--- config.mk ---
export PLATFORM = sky130hd
export DESIGN_NAME = lsu_mem_access
export DESIGN_NICKNAME = d
export VERILOG_FILES = /design/src/rtl/lsu_mem_access_pkg.sv /design/src/rtl/lsu_align.sv /design/src/rtl/lsu_mem_access.sv
export SDC_FILE = /design/constraint.sdc
export NUM_CORES = 1
export LEC_CHECK = 0
export BUFFER_PORTS_ARGS = -buffer_cell sky130_fd_sc_hd__buf_2
export CORE_UTILIZATION = 31
export DETAILED_ROUTE_END_ITERATION = 6
export GPL_ROUTABILITY_DRIVEN = 1
export GPL_TIMING_DRIVEN = 1
export SLEW_MARGIN = 10
export SYNTH_ARGS = -nofsm -noshare
export SYNTH_HDL_FRONTEND = slang
export SYNTH_SLANG_ARGS = --single-unit
--- constraint.sdc ---
create_clock -name i_Clk_1 -period 1.8 [get_ports i_Clk_1]
set_input_delay 0.18 -clock i_Clk_1 [delete_from_list [all_inputs] [get_ports i_Clk_1]]
set_output_delay 0.18 -clock i_Clk_1 [all_outputs]
set_load 0.01 [all_outputs]
--- src/rtl/lsu_mem_access_pkg.sv ---
// lsu_mem_access_pkg: access-width encodings, LSU states and alignment rule
package lsu_mem_access_pkg;
  localparam logic [1:0] LSW_BYTE = 2'b00;
  localparam logic [1:0] LSW_HALF = 2'b01;
  localparam logic [1:0] LSW_WORD = 2'b11;
  typedef enum logic [1:0] {S_IDLE = 2'd0, S_ACCESS = 2'd1, S_DONE = 2'd2} lsu_state_e;
  function automatic logic lsu_misaligned(input logic [1:0] w, input logic [1:0] off);
    return (w == LSW_HALF && off[0]) || (w == LSW_WORD && off != 2'b00) || (w == 2'b10);
  endfunction
endpackage

--- src/rtl/lsu_align.sv ---
// lsu_align: store lane replication/strobes and load lane extraction with extension
module lsu_align
  import lsu_mem_access_pkg::*;
(
  input  logic [1:0]  i_st_width,
  input  logic [1:0]  i_st_off,
  input  logic [31:0] i_st_data,
  output logic [31:0] o_wdata,
  output logic [3:0]  o_wstrb,
  input  logic [1:0]  i_ld_width,
  input  logic        i_ld_sign,
  input  logic [1:0]  i_ld_off,
  input  logic [31:0] i_rdata,
  output logic [31:0] o_ldata
);
  logic [7:0]  b;
  logic [15:0] h;
  always_comb begin
    b = i_rdata[{i_ld_off, 3'b000} +: 8];
    h = i_rdata[{i_ld_off[1], 4'b0000} +: 16];
    o_wdata = i_st_width == LSW_BYTE ? {4{i_st_data[7:0]}} :
              i_st_width == LSW_HALF ? {2{i_st_data[15:0]}} : i_st_data;
    o_wstrb = i_st_width == LSW_BYTE ? 4'b0001 << i_st_off :
              i_st_width == LSW_HALF ? 4'b0011 << i_st_off : 4'b1111;
    o_ldata = i_ld_width == LSW_BYTE ? {{24{i_ld_sign & b[7]}}, b} :
              i_ld_width == LSW_HALF ? {{16{i_ld_sign & h[15]}}, h} : i_rdata;
  end
endmodule

--- src/rtl/lsu_mem_access.sv ---
// lsu_mem_access: multi-cycle load/store unit driving one valid/ready bus access
module lsu_mem_access
  import lsu_mem_access_pkg::*;
#(
  parameter int TIMEOUT_CYCLES = 255
) (
  input  logic        i_Clk_1,
  input  logic        i_Rstn_1,
  input  logic        i_Load_1,
  input  logic        i_Store_1,
  input  logic        i_LoadSign_1,
  input  logic [1:0]  i_LoadStoreWidth_2,
  input  logic [31:0] i_Addr_32,
  input  logic [31:0] i_StoreData_32,
  input  logic [4:0]  i_Rd_5,
  output logic        o_Stall_1,
  output logic        o_MemReq_1,
  output logic        o_MemWe_1,
  output logic [31:0] o_MemAddr_32,
  output logic [31:0] o_MemWdata_32,
  output logic [3:0]  o_MemWstrb_4,
  input  logic        i_MemReady_1,
  input  logic [31:0] i_MemRdata_32,
  output logic        o_GRFWen_1,
  output logic [4:0]  o_GRFWriteAddr_5,
  output logic [31:0] o_GRFWriteData_32,
  output logic        o_Misalign_1,
  output logic        o_BusErr_1
);
  localparam logic [7:0] CNT_LAST = 8'(TIMEOUT_CYCLES - 1);
  lsu_state_e  state_q, state_d;
  logic [7:0]  cnt_q, cnt_d;
  logic [31:0] addr_q, addr_d, wdata_q, wdata_d, gdata_q, gdata_d;
  logic [3:0]  wstrb_q, wstrb_d;
  logic [1:0]  width_q, width_d;
  logic [4:0]  rd_q, rd_d, gaddr_q, gaddr_d;
  logic        sign_q, sign_d, we_q, we_d, req_q, req_d;
  logic        gwen_q, gwen_d, mis_q, mis_d, berr_q, berr_d;
  logic        present, mis;
  logic [31:0] st_wdata, ld_data;
  logic [3:0]  st_wstrb;
  lsu_align u_align (
    .i_st_width(i_LoadStoreWidth_2),
    .i_st_off  (i_Addr_32[1:0]),
    .i_st_data (i_StoreData_32),
    .o_wdata   (st_wdata),
    .o_wstrb   (st_wstrb),
    .i_ld_width(width_q),
    .i_ld_sign (sign_q),
    .i_ld_off  (addr_q[1:0]),
    .i_rdata   (i_MemRdata_32),
    .o_ldata   (ld_data)
  );
  assign present           = i_Load_1 | i_Store_1;
  assign mis               = lsu_misaligned(i_LoadStoreWidth_2, i_Addr_32[1:0]);
  assign o_Stall_1         = (state_q == S_IDLE && present && !mis) || state_q == S_ACCESS;
  assign o_MemReq_1        = req_q;
  assign o_MemWe_1         = we_q;
  assign o_MemAddr_32      = {addr_q[31:2], 2'b00};
  assign o_MemWdata_32     = wdata_q;
  assign o_MemWstrb_4      = wstrb_q;
  assign o_GRFWen_1        = gwen_q;
  assign o_GRFWriteAddr_5  = gaddr_q;
  assign o_GRFWriteData_32 = gdata_q;
  assign o_Misalign_1      = mis_q;
  assign o_BusErr_1        = berr_q;
  always_comb begin
    state_d = state_q;
    cnt_d   = cnt_q;
    addr_d  = addr_q;
    wdata_d = wdata_q;
    wstrb_d = wstrb_q;
    width_d = width_q;
    sign_d  = sign_q;
    rd_d    = rd_q;
    we_d    = we_q;
    req_d   = req_q;
    gaddr_d = gaddr_q;
    gdata_d = gdata_q;
    gwen_d  = 1'b0;
    mis_d   = 1'b0;
    berr_d  = 1'b0;
    if (state_q == S_IDLE) begin
      if (present && mis) mis_d = 1'b1;
      else if (present) begin
        state_d = S_ACCESS;
        cnt_d   = 8'd0;
        req_d   = 1'b1;
        we_d    = !i_Load_1;
        addr_d  = i_Addr_32;
        wdata_d = st_wdata;
        wstrb_d = i_Load_1 ? 4'b0000 : st_wstrb;
        width_d = i_LoadStoreWidth_2;
        sign_d  = i_LoadSign_1;
        rd_d    = i_Rd_5;
      end
    end else if (state_q == S_ACCESS) begin
      // ready on the timeout edge still completes the access
      if (i_MemReady_1) begin
        state_d = S_DONE;
        req_d   = 1'b0;
        if (!we_q) begin
          gdata_d = ld_data;
          gaddr_d = rd_q;
          gwen_d  = rd_q != 5'd0;
        end
      end else if (cnt_q == CNT_LAST) begin
        state_d = S_DONE;
        req_d   = 1'b0;
        berr_d  = 1'b1;
      end else cnt_d = cnt_q + 8'd1;
    end else state_d = S_IDLE;
  end
  always_ff @(posedge i_Clk_1) begin
    if (!i_Rstn_1) begin
      state_q <= S_IDLE;
      cnt_q   <= '0;
      addr_q  <= '0;
      wdata_q <= '0;
      wstrb_q <= '0;
      width_q <= '0;
      sign_q  <= 1'b0;
      rd_q    <= '0;
      we_q    <= 1'b0;
      req_q   <= 1'b0;
      gaddr_q <= '0;
      gdata_q <= '0;
      gwen_q  <= 1'b0;
      mis_q   <= 1'b0;
      berr_q  <= 1'b0;
    end else begin
      state_q <= state_d;
      cnt_q   <= cnt_d;
      addr_q  <= addr_d;
      wdata_q <= wdata_d;
      wstrb_q <= wstrb_d;
      width_q <= width_d;
      sign_q  <= sign_d;
      rd_q    <= rd_d;
      we_q    <= we_d;
      req_q   <= req_d;
      gaddr_q <= gaddr_d;
      gdata_q <= gdata_d;
      gwen_q  <= gwen_d;
      mis_q   <= mis_d;
      berr_q  <= berr_d;
    end
  end
endmodule

==> impl_metrics.yaml, run 1 <==
die:
  die_height_um: 140.7
  rows: 50
  io_pins: 220
  start_util_pct: 31.79
  die_x_um: 140.7
  fp.coreArea_um2: 18770
  die_area_um2: 19810
synth:
  yosysSeqAreaShare_pct: 42.94
  synth_adder_area_share_pct: 1.258
  ys_warn_count: 0
  ys.flop_type: "dfxtp_1"
  synthCells: 720
  synth_simple_gate_area_share_pct: 16.80
  synth_edf_count: 0
  ys_ff_latch: 128
  synthesis.area_um2: 5967
  avgSynthCellArea_um2: 8.287
  yosysUniqueCellTypes: 55
  synth_xor_area_share_pct: 0
  synth_top_family_by_area: "compound AO/OA/AOI/OAI gates"
  synthMuxAreaShare_pct: 6.584
  async_flop_share_pct: 0
  synth_compound_area_share_pct: 23.13
power_and_ir_drop:
  comb_power_share_pct: 15.8
  power.leakage_nw: 3.545
  p_seq_share_pct: 39.1
  peakVddDrop_uv: 676.8
  p_per_area_nw_per_um2: 975.5
  p_switching_mw: 2.141
  p_sw_share_pct: 27.11
  p_clk_share_pct: 45.1
  intPower_mw: 5.757
setup_path:
  slowest_stage: "dlygate4sd3_1"
  slowest_delay_ps: 540
  endpoint_kind: "primary output"
  path_cells: "dlygate4sd3_1 > buf_2 > or2_2 > o21ai_2 > a21oi_1 > buf_2"
  start_kind: "primary input"
  path_max_fanout: 4
  worst_path_most_repeated_cell: "buf_2"
  path_class: "in2out"
  crit_arrival_ps: 1520
  crit_family: "buffers and inverters"
  cp_data_required_time_ps: 1620
  cp.buffers_inverters: 3
global_route:
  grt_overflow: 0
  grt_pass1_wl_um: 28100
  use_met2_pct: 29.67
  gr-usage-met3_pct: 6.963
  gr-max-usage-layer: "met2"
  antenna_found_initial: 2
  grt_max_degree: 37
  grt_use_met1_pct: 21.91
  track_usage_pct: 18.05
  grt_pass1_vias: 5513
clock_network:
  cts_root_buffer: "clkbuf_16"
  clock_latency_ps: 420
  cts_max_path_buffers: 2
  path_clk_slew_ps: 60
  cts_max_level: 4
  cts_tree: "yes"
  cts.sinks: 128
  cts_made_buffers: 17
layout:
  n_fill_cell: 1895
  final-instance-count-excl-fill: 1174
  layout-drive-gt1-share_pct: 31.74
  area_growth_pct: 35.69
  most-common-layout-cells: "buf_2, nand2_1, dfxtp_1"
  fin_nets: 1042
  final_common_cell: "buf_2"
sta:
  drv_slew: 0
  slew_headroom_pct: 65.20
  worstMarginPinSlew_ps: 521.2
  fin_ws_ps: 104.0
  period_share_pct: 94.22
  rsz0062_at_grt: "true"
  finalHoldViolations: 0
  fmax_ghz: 0.5896
  min_period_ps: 1696
  finalSetupViolCount: 0
  fin_skew_ps: 9.503
flow_run:
  max_cap_violations: 0
hold_path:
  hold_path.class: "in2reg"
place:
  dp_slack_ps: 94.80
  io_buffer_count: 217
  place_hpwl_um: 12460
  routabilityCongestion: 0.8125
  dp.cells: 1109
status:
  status: "finished clean"
drt:
  route.detailed.drc: 0
  wl_per_cell_um: 15.20
  ant_nets: 0
  viasPerCell: 4.917
  wirelength_um: 17840
  first_pass_iters: 7
  first_iter_violations: 190
  vias: 5773
-- cell type report --
cell class / instances / area, um2 / share of cell area [%]
Antenna cell: 1 / 2.502 / 0.03091
Clock buffer: 17 / 425.4 / 5.254
Clock inverter: 14 / 178.9 / 2.210
Inverter: 10 / 37.54 / 0.4636
Multi-Input combinational cell: 496 / 2875 / 35.51
Sequential cell: 128 / 2562 / 31.65
Tap cell: 234 / 292.8 / 3.616
Timing Repair Buffer: 274 / 1722 / 21.26
-- metrics by stage --
stage | utilization [%] | instance area (um2) | TNS, ps | power (mW) | hold slack [ps]
finish | 43.14 | 8097 | 0 | 7.898 | 27.15
global route | 43.14 | 8097 | -4.647 | 8.273 | 19.56
CTS | 43.11 | 8090 | 0 | 8.014 | 2.310
detailed placement | 38.13 | 7156 | 0 | 4.344 | 401.2
global placement | 38.13 | 7156 | 0 | 4.334 | 402.0
floorplan | - | 5971 | 0 | 3.881 | 275.7
-- logic make-up (layout without fill, tap and decap cells) --
| group | Yosys count | count (layout) |
|---|---|---|
| and+or+nand+nor | 237 | 237 |
| AOI/OAI and AO/OA | 223 | 223 |
| DFF | 128 | 128 |
| buffers and inverters | 97 | 315 |
| muxes | 28 | 28 |
| adders and majority gates | 6 | 6 |
| other | 1 | 3 |
-- worst min-delay path: stages --
cell and delay, ps:
buf_2 100, nand2_1 60, a21oi_1 60
-- power groups by stage --
| stage | Sequential [mW] | Combinational [mW] | Clock [mW] |
|---|---|---|---|
| floorplan | 3.19 | 0.695 | 0 |
| CTS | 3.09 | 1.25 | 3.67 |
| detailed placement | 3.15 | 1.19 | 0 |
| global placement | 3.15 | 1.18 | 0 |
| global route | 3.11 | 1.38 | 3.79 |
| finish | 3.09 | 1.25 | 3.56 |
-- flip-flops by register name, summed over array words and instances, names as in the netlist --
register and count:
o_MemWstrb_4 4, o_GRFWriteData_32 32, rd_q 5, o_MemWdata_32 32
o_MemWe_1 1, cnt_q 8, o_Misalign_1 1, o_MemReq_1 1
sign_q 1, o_GRFWriteAddr_5 5, addr_q 32, o_BusErr_1 1
state_q 2, width_q 2, o_GRFWen_1 1
-- repair_timing --
item                                    4_1_cts  5_1_grt
hold buffers                                 33        0
buffers inserted                              0        0
endpoints found under the setup margin        0        2
resized for setup                             0        2
endpoints found under the hold margin        33        0
-- metal layers --
metal / part of all wire, % / wire (um)
met1: 43 / 7730
met2: 46 / 8292
met3: 9.2 / 1638
met4: 1.0 / 181
met5: 0 / 0
-- synth_stat cells (all sizes together), types with 6 or more instances --
library cell	n	area, um2
o211ai	6	50.05
o21a	12	90.09
mux4	8	180.2
clkbuf	26	97.59
a211oi	9	67.56
a31oi	6	67.56
ha	6	75.07
nor2	35	131.4
nor3	9	45.04
buf	61	415.4
o21ai	46	230.2
dfxtp	128	2562
o22ai	7	43.79
nand2	164	615.6
a22o	7	61.31
mux2i	16	160.2
a311oi	8	70.07
a2111oi	7	73.82
inv	8	30.03
and2	8	50.05
a21oi	101	509.2
a22oi	7	52.55
-- path summary, 6_finish.rpt --
path                                       from                           endpoint  slack, ps  cells after the start
setup reg to reg         addr_q[1]$_SDFFE_PN0P_  o_GRFWriteData_32[2]$_SDFFE_PN0P_        120                      5
hold reg to reg   o_MemWdata_32[0]$_SDFFE_PN0P_      o_MemWdata_32[0]$_SDFFE_PN0P_        450                      2
hold / removal                    i_Addr_32[19]            addr_q[19]$_SDFFE_PN0P_         30                      3
setup / recovery                       i_Load_1                          o_Stall_1        100                      6
No activity file was read; power rests on OpenSTA's default activity.
==> inputs of run 2 (changes only) <==
==> constraint.sdc (replaced) <==
create_clock -name i_Clk_1 -period 1.6 [get_ports i_Clk_1]
set_input_delay 0.16 -clock i_Clk_1 [delete_from_list [all_inputs] [get_ports i_Clk_1]]
set_output_delay 0.16 -clock i_Clk_1 [all_outputs]
set_load 0.01 [all_outputs]
==> impl_metrics.yaml, run 2 (synthesized netlist as in run 1, its figures left out) <==
status:
  status: "finished clean"
die:
  io_pins: 220
  die_x_um: 140.7
  die_area_um2: 19810
  die_height_um: 140.7
  rows: 50
  fp.coreArea_um2: 18770
  start_util_pct: 31.79
power_and_ir_drop:
  power.leakage_nw: 3.657
  p_per_area_nw_per_um2: 1057
  p_switching_mw: 2.410
  p_seq_share_pct: 39.6
  peakVddDrop_uv: 684.7
  p_sw_share_pct: 27.47
  comb_power_share_pct: 16.7
  intPower_mw: 6.364
  p_clk_share_pct: 43.6
sta:
  finalHoldViolations: 0
  period_share_pct: 96.31
  finalSetupViolCount: 0
  rsz0062_at_grt: "true"
  fin_ws_ps: 59.10
  min_period_ps: 1541
  fin_skew_ps: 9.371
  fmax_ghz: 0.6490
  drv_slew: 0
clock_network:
  clock_latency_ps: 410
  cts_max_level: 4
  cts_max_path_buffers: 2
  cts_root_buffer: "clkbuf_16"
  cts.sinks: 128
  cts_made_buffers: 17
  path_clk_slew_ps: 60
  cts_tree: "yes"
layout:
  most-common-layout-cells: "buf_2, nand2_1, dfxtp_1"
  area_growth_pct: 39.11
  layout-drive-gt1-share_pct: 34.20
  regArea_um2: 2566
  multi_input_area_um2: 2917
  n_fill_cell: 1914
  final_common_cell: "buf_2"
  fin_nets: 1064
  final_area_um2: 8300
drt:
  first_pass_iters: 4
  vias: 5931
  viasPerCell: 4.955
  route.detailed.drc: 0
  first_iter_violations: 265
  ant_nets: 0
  wirelength_um: 17980
  wl_per_cell_um: 15.02
flow_run:
  max_cap_violations: 0
setup_path:
  cp.buffers_inverters: 1
  slowest_stage: "mux4_2"
  cp_data_required_time_ps: 1900
  path_max_fanout: 7
  crit_family: "multiplexers"
  start_kind: "flip-flop"
  cp_num_cells: 5
  path_class: "reg2reg"
  r2r_cells: 5
  path_cells: "buf_12 > mux4_2 > nor3_1 > a2111oi_1 > o21a_1"
  crit_arrival_ps: 1840
  endpoint_kind: "flip-flop"
  slowest_delay_ps: 500
global_route:
  track_usage_pct: 18.17
  grt_pass1_vias: 5595
  grt_pass1_wl_um: 28610
  antenna_found_initial: 2
  grt_overflow: 0
  grt_max_degree: 51
hold_path:
  min_path_cells: 3
  hold_path.class: "in2reg"
place:
  io_buffer_count: 217
  dp_slack_ps: -1.115
  routabilityCongestion: 0.8515
  placed_area_um2: 7233
  place_hpwl_um: 12750
## run 2: path summary, 6_finish.rpt
check | slack, ps | from | endpoint
max | 60 | addr_q[0]$_SDFFE_PN0P_ | o_GRFWriteData_32[3]$_SDFFE_PN0P_
min | 20 | i_StoreData_32[5] | o_MemWdata_32[5]$_SDFFE_PN0P_
max reg2reg | 60 | addr_q[0]$_SDFFE_PN0P_ | o_GRFWriteData_32[3]$_SDFFE_PN0P_
min reg2reg | 450 | addr_q[4]$_SDFFE_PN0P_ | addr_q[4]$_SDFFE_PN0P_
## run 2: worst reg2reg max path: stages, from the launching register on
cell       delay [ps]
dfxtp_2           360
buf_12            140
mux4_2            500
nor3_1            170
a2111oi_1          70
o21a_1            200
## run 2: power groups by stage
stage / Sequential [mW] / Clock (mW) / Combinational, mW
after global routing: 3.50 / 4.12 / 1.62
after detailed placement: 3.54 / 0 / 1.37
after global placement: 3.54 / 0 / 1.36
final: 3.48 / 3.83 / 1.47
after floorplan: 3.58 / 0 / 0.782
after CTS: 3.48 / 3.96 / 1.44
## run 2: timing repair
item,CTS,global route
setup buffers,0,7
endpoints found under the setup margin,1,27
pin swaps,0,5
hold endpoints to repair,35,1
hold buffers,35,1
resized for setup,1,14
## run 2: routing by layer
layer | GRT usage, % | wire length (um) | up-vias
li1 | - | - | 2950
met1 | 22.70 | 7804 | 2718
met2 | 29.33 | 8285 | 241
met3 | 6.250 | 1585 | 22
met4 | 5.778 | 306 | 0
met5 | 0 | 0 | -
## run 2: per-stage QoR
stage | cells | hold WS (ps) | setup TNS, ps | power, mW | util [%]
after floorplan | 721 | 255.7 | 0 | 4.367 | -
after global placement | 1121 | 376.6 | 0 | 4.901 | 38.54
after detailed placement | 1121 | 385.0 | -1.115 | 4.909 | 38.54
after CTS | 1188 | 1.592 | 0 | 8.869 | 43.54
after global routing | 1197 | 13.74 | -5.591 | 9.230 | 44.23
final | 1197 | 21.95 | 0 | 8.774 | 44.23
## run 2: layout make-up
cell class	instances	area share [%]
multi-input combinational	496	35.14
sequential	128	30.92
timing repair buffer	296	22.91
clock buffer	17	5.125
tap	234	3.527
clock inverter	15	1.899
inverter	10	0.4522
antenna	1	0.03015
==> inputs of run 3 (changes only) <==
--- a/config.mk
+++ b/config.mk
@@ -6,10 +6,11 @@
 export NUM_CORES = 1
 export LEC_CHECK = 0
 export BUFFER_PORTS_ARGS = -buffer_cell sky130_fd_sc_hd__buf_2
-export CORE_UTILIZATION = 31
+export CORE_UTILIZATION = 40
 export DETAILED_ROUTE_END_ITERATION = 6
 export GPL_ROUTABILITY_DRIVEN = 1
 export GPL_TIMING_DRIVEN = 1
+export PLACE_DENSITY = 0.67
 export SLEW_MARGIN = 10
 export SYNTH_ARGS = -nofsm -noshare
 export SYNTH_HDL_FRONTEND = slang
==> impl_metrics.yaml, run 3 (synthesized netlist as in run 1, its figures left out) <==
clock_network:
  cts_tree: "yes"
  path_clk_slew_ps: 60
  cts_made_buffers: 17
  cts_max_path_buffers: 2
  cts_max_level: 4
  cts.sinks: 128
  cts_root_buffer: "clkbuf_16"
  clock_latency_ps: 420
global_route:
  grt_max_degree: 38
  grt_pass1_wl_um: 26160
  track_usage_pct: 21.99
  grt_pass1_vias: 5324
  antenna_found_initial: 0
  grt_overflow: 0
setup_path:
  reg2reg_slack_ps: -10
  path_class: "reg2reg"
  cp.buffers_inverters: 0
  slowest_delay_ps: 510
  crit_arrival_ps: 1970
  crit_family: "compound AO/OA/AOI/OAI gates"
  endpoint_kind: "flip-flop"
  path_cells: "and2b_2 > nand3b_4 > a2111oi_1 > o21a_1"
  slowest_stage: "a2111oi_1"
  path_max_fanout: 13
  cp_data_required_time_ps: 1960
  start_kind: "flip-flop"
layout:
  multi_input_area_um2: 2987
  n_antenna_cell: 0
  n_fill_cell: 1353
  final_common_cell: "buf_2"
  fin_nets: 1061
  layout-drive-gt1-share_pct: 35.56
  area_growth_pct: 39.57
  regArea_um2: 2570
  most-common-layout-cells: "buf_2, nand2_1, dfxtp_1"
sta:
  min_period_ps: 1613
  fin_skew_ps: 5.992
  fmax_ghz: 0.6200
  finalHoldViolations: 0
  rsz0062_at_grt: "true"
  fin_ws_ps: -12.83
  drv_slew: 0
  finalSetupViolCount: 1
  period_share_pct: 100.8
drt:
  first_pass_iters: 7
  ant_nets: 0
  viasPerCell: 5.194
  route.detailed.drc: 0
  vias: 5937
  wl_per_cell_um: 15.42
  wirelength_um: 17620
  first_iter_violations: 328
power_and_ir_drop:
  peakVddDrop_uv: 683.1
  power_mw: 8.884
  p_per_area_nw_per_um2: 1067
  power.leakage_nw: 3.669
die:
  die_height_um: 124.1
  rows: 44
  start_util_pct: 41.06
  io_pins: 220
  fp.coreArea_um2: 14530
  die_area_um2: 15410
  die_x_um: 124.1
place:
  place_hpwl_um: 12080
  io_buffer_count: 217
  routabilityCongestion: 0.8896
  dp_slack_ps: -64.06
status:
  violations: "setup timing"
  status: "complete, but fails checks"
flow_run:
  max_cap_violations: 0
hold_path:
  hold_path.class: "in2reg"
-- run 3: changes by cell type in the layout (fill, tap and decap cells not counted), moves of 3 or more --
| cell | change |
|---|---|
| clkbuf_8 | +5 |
| nor3_2 | +3 |
| a21oi_1 | -11 |
| buf_4 | -4 |
| a21oi_2 | +11 |
| inv_6 | -4 |
| nor3_1 | -3 |
| dfxtp_2 | -3 |
-- run 3: worst paths after layout --
check | startpoint | end | cells past startpoint
worst min-delay path | i_StoreData_32[6] | o_MemWdata_32[6]$_SDFFE_PN0P_ | 3
worst max-delay path | state_q[0]$_SDFFE_PN0P_ | o_GRFWriteData_32[3]$_SDFFE_PN0P_ | 4
worst min register to register | addr_q[16]$_SDFFE_PN0P_ | addr_q[16]$_SDFFE_PN0P_ | 2
worst max register to register | state_q[0]$_SDFFE_PN0P_ | o_GRFWriteData_32[3]$_SDFFE_PN0P_ | 4
-- run 3: area by class of cell --
type	instances	share of cell area, %
Timing Repair Buffer	293	22.82
Inverter	10	0.4507
Clock inverter	9	1.262
Clock buffer	23	5.980
Tap cell	184	2.764
Sequential cell	128	30.86
Multi-Input combinational cell	496	35.86
-- run 3: what timing repair did --
item,CTS,global route
setup buffers,0,2
hold buffers,37,0
cloned,0,2
endpoints found under the hold margin,37,0
pin swaps,1,4
gates resized for setup,5,29
endpoints found under the setup margin,6,35
-- run 3: metal layers --
layer | global-route usage (%) | wire length [um] | vias up
met3 | 7.051 | 1494 | 25
met1 | 26.72 | 7468 | 2741
li1 | - | - | 2931
met5 | 0 | 0 | -
met4 | 8.259 | 351 | 0
met2 | 36.05 | 8306 | 240
-- run 3: stage by stage --
stage | setup TNS, ps | util, % | std cells | hold slack (ps) | cell area (um2)
after floorplan | 0 | - | 721 | 255.7 | 5971
after global placement | -32.91 | 49.29 | 1070 | 382.1 | 7163
after detailed placement | -358.1 | 49.29 | 1070 | 380.9 | 7163
after CTS | 0 | 56.09 | 1139 | 6.227 | 8152
after global routing | -480.2 | 57.30 | 1143 | 22.18 | 8328
final | -12.83 | 57.30 | 1143 | 22.93 | 8328
-- run 3: worst reg2reg max path, stage by stage, from the launching register on --
cell       delay, ps
dfxtp_1          410
and2b_2          220
nand3b_4         230
a2111oi_1        520
o21a_1           190
-- run 3: power by group --
group | switching, mW | leakage [nW] | internal, mW
combinational | 0.803 | 2.32 | 0.684
sequential | 0.104 | 1.05 | 3.38
clock | 1.42 | 0.299 | 2.49
total | 2.33 | 3.67 | 6.55
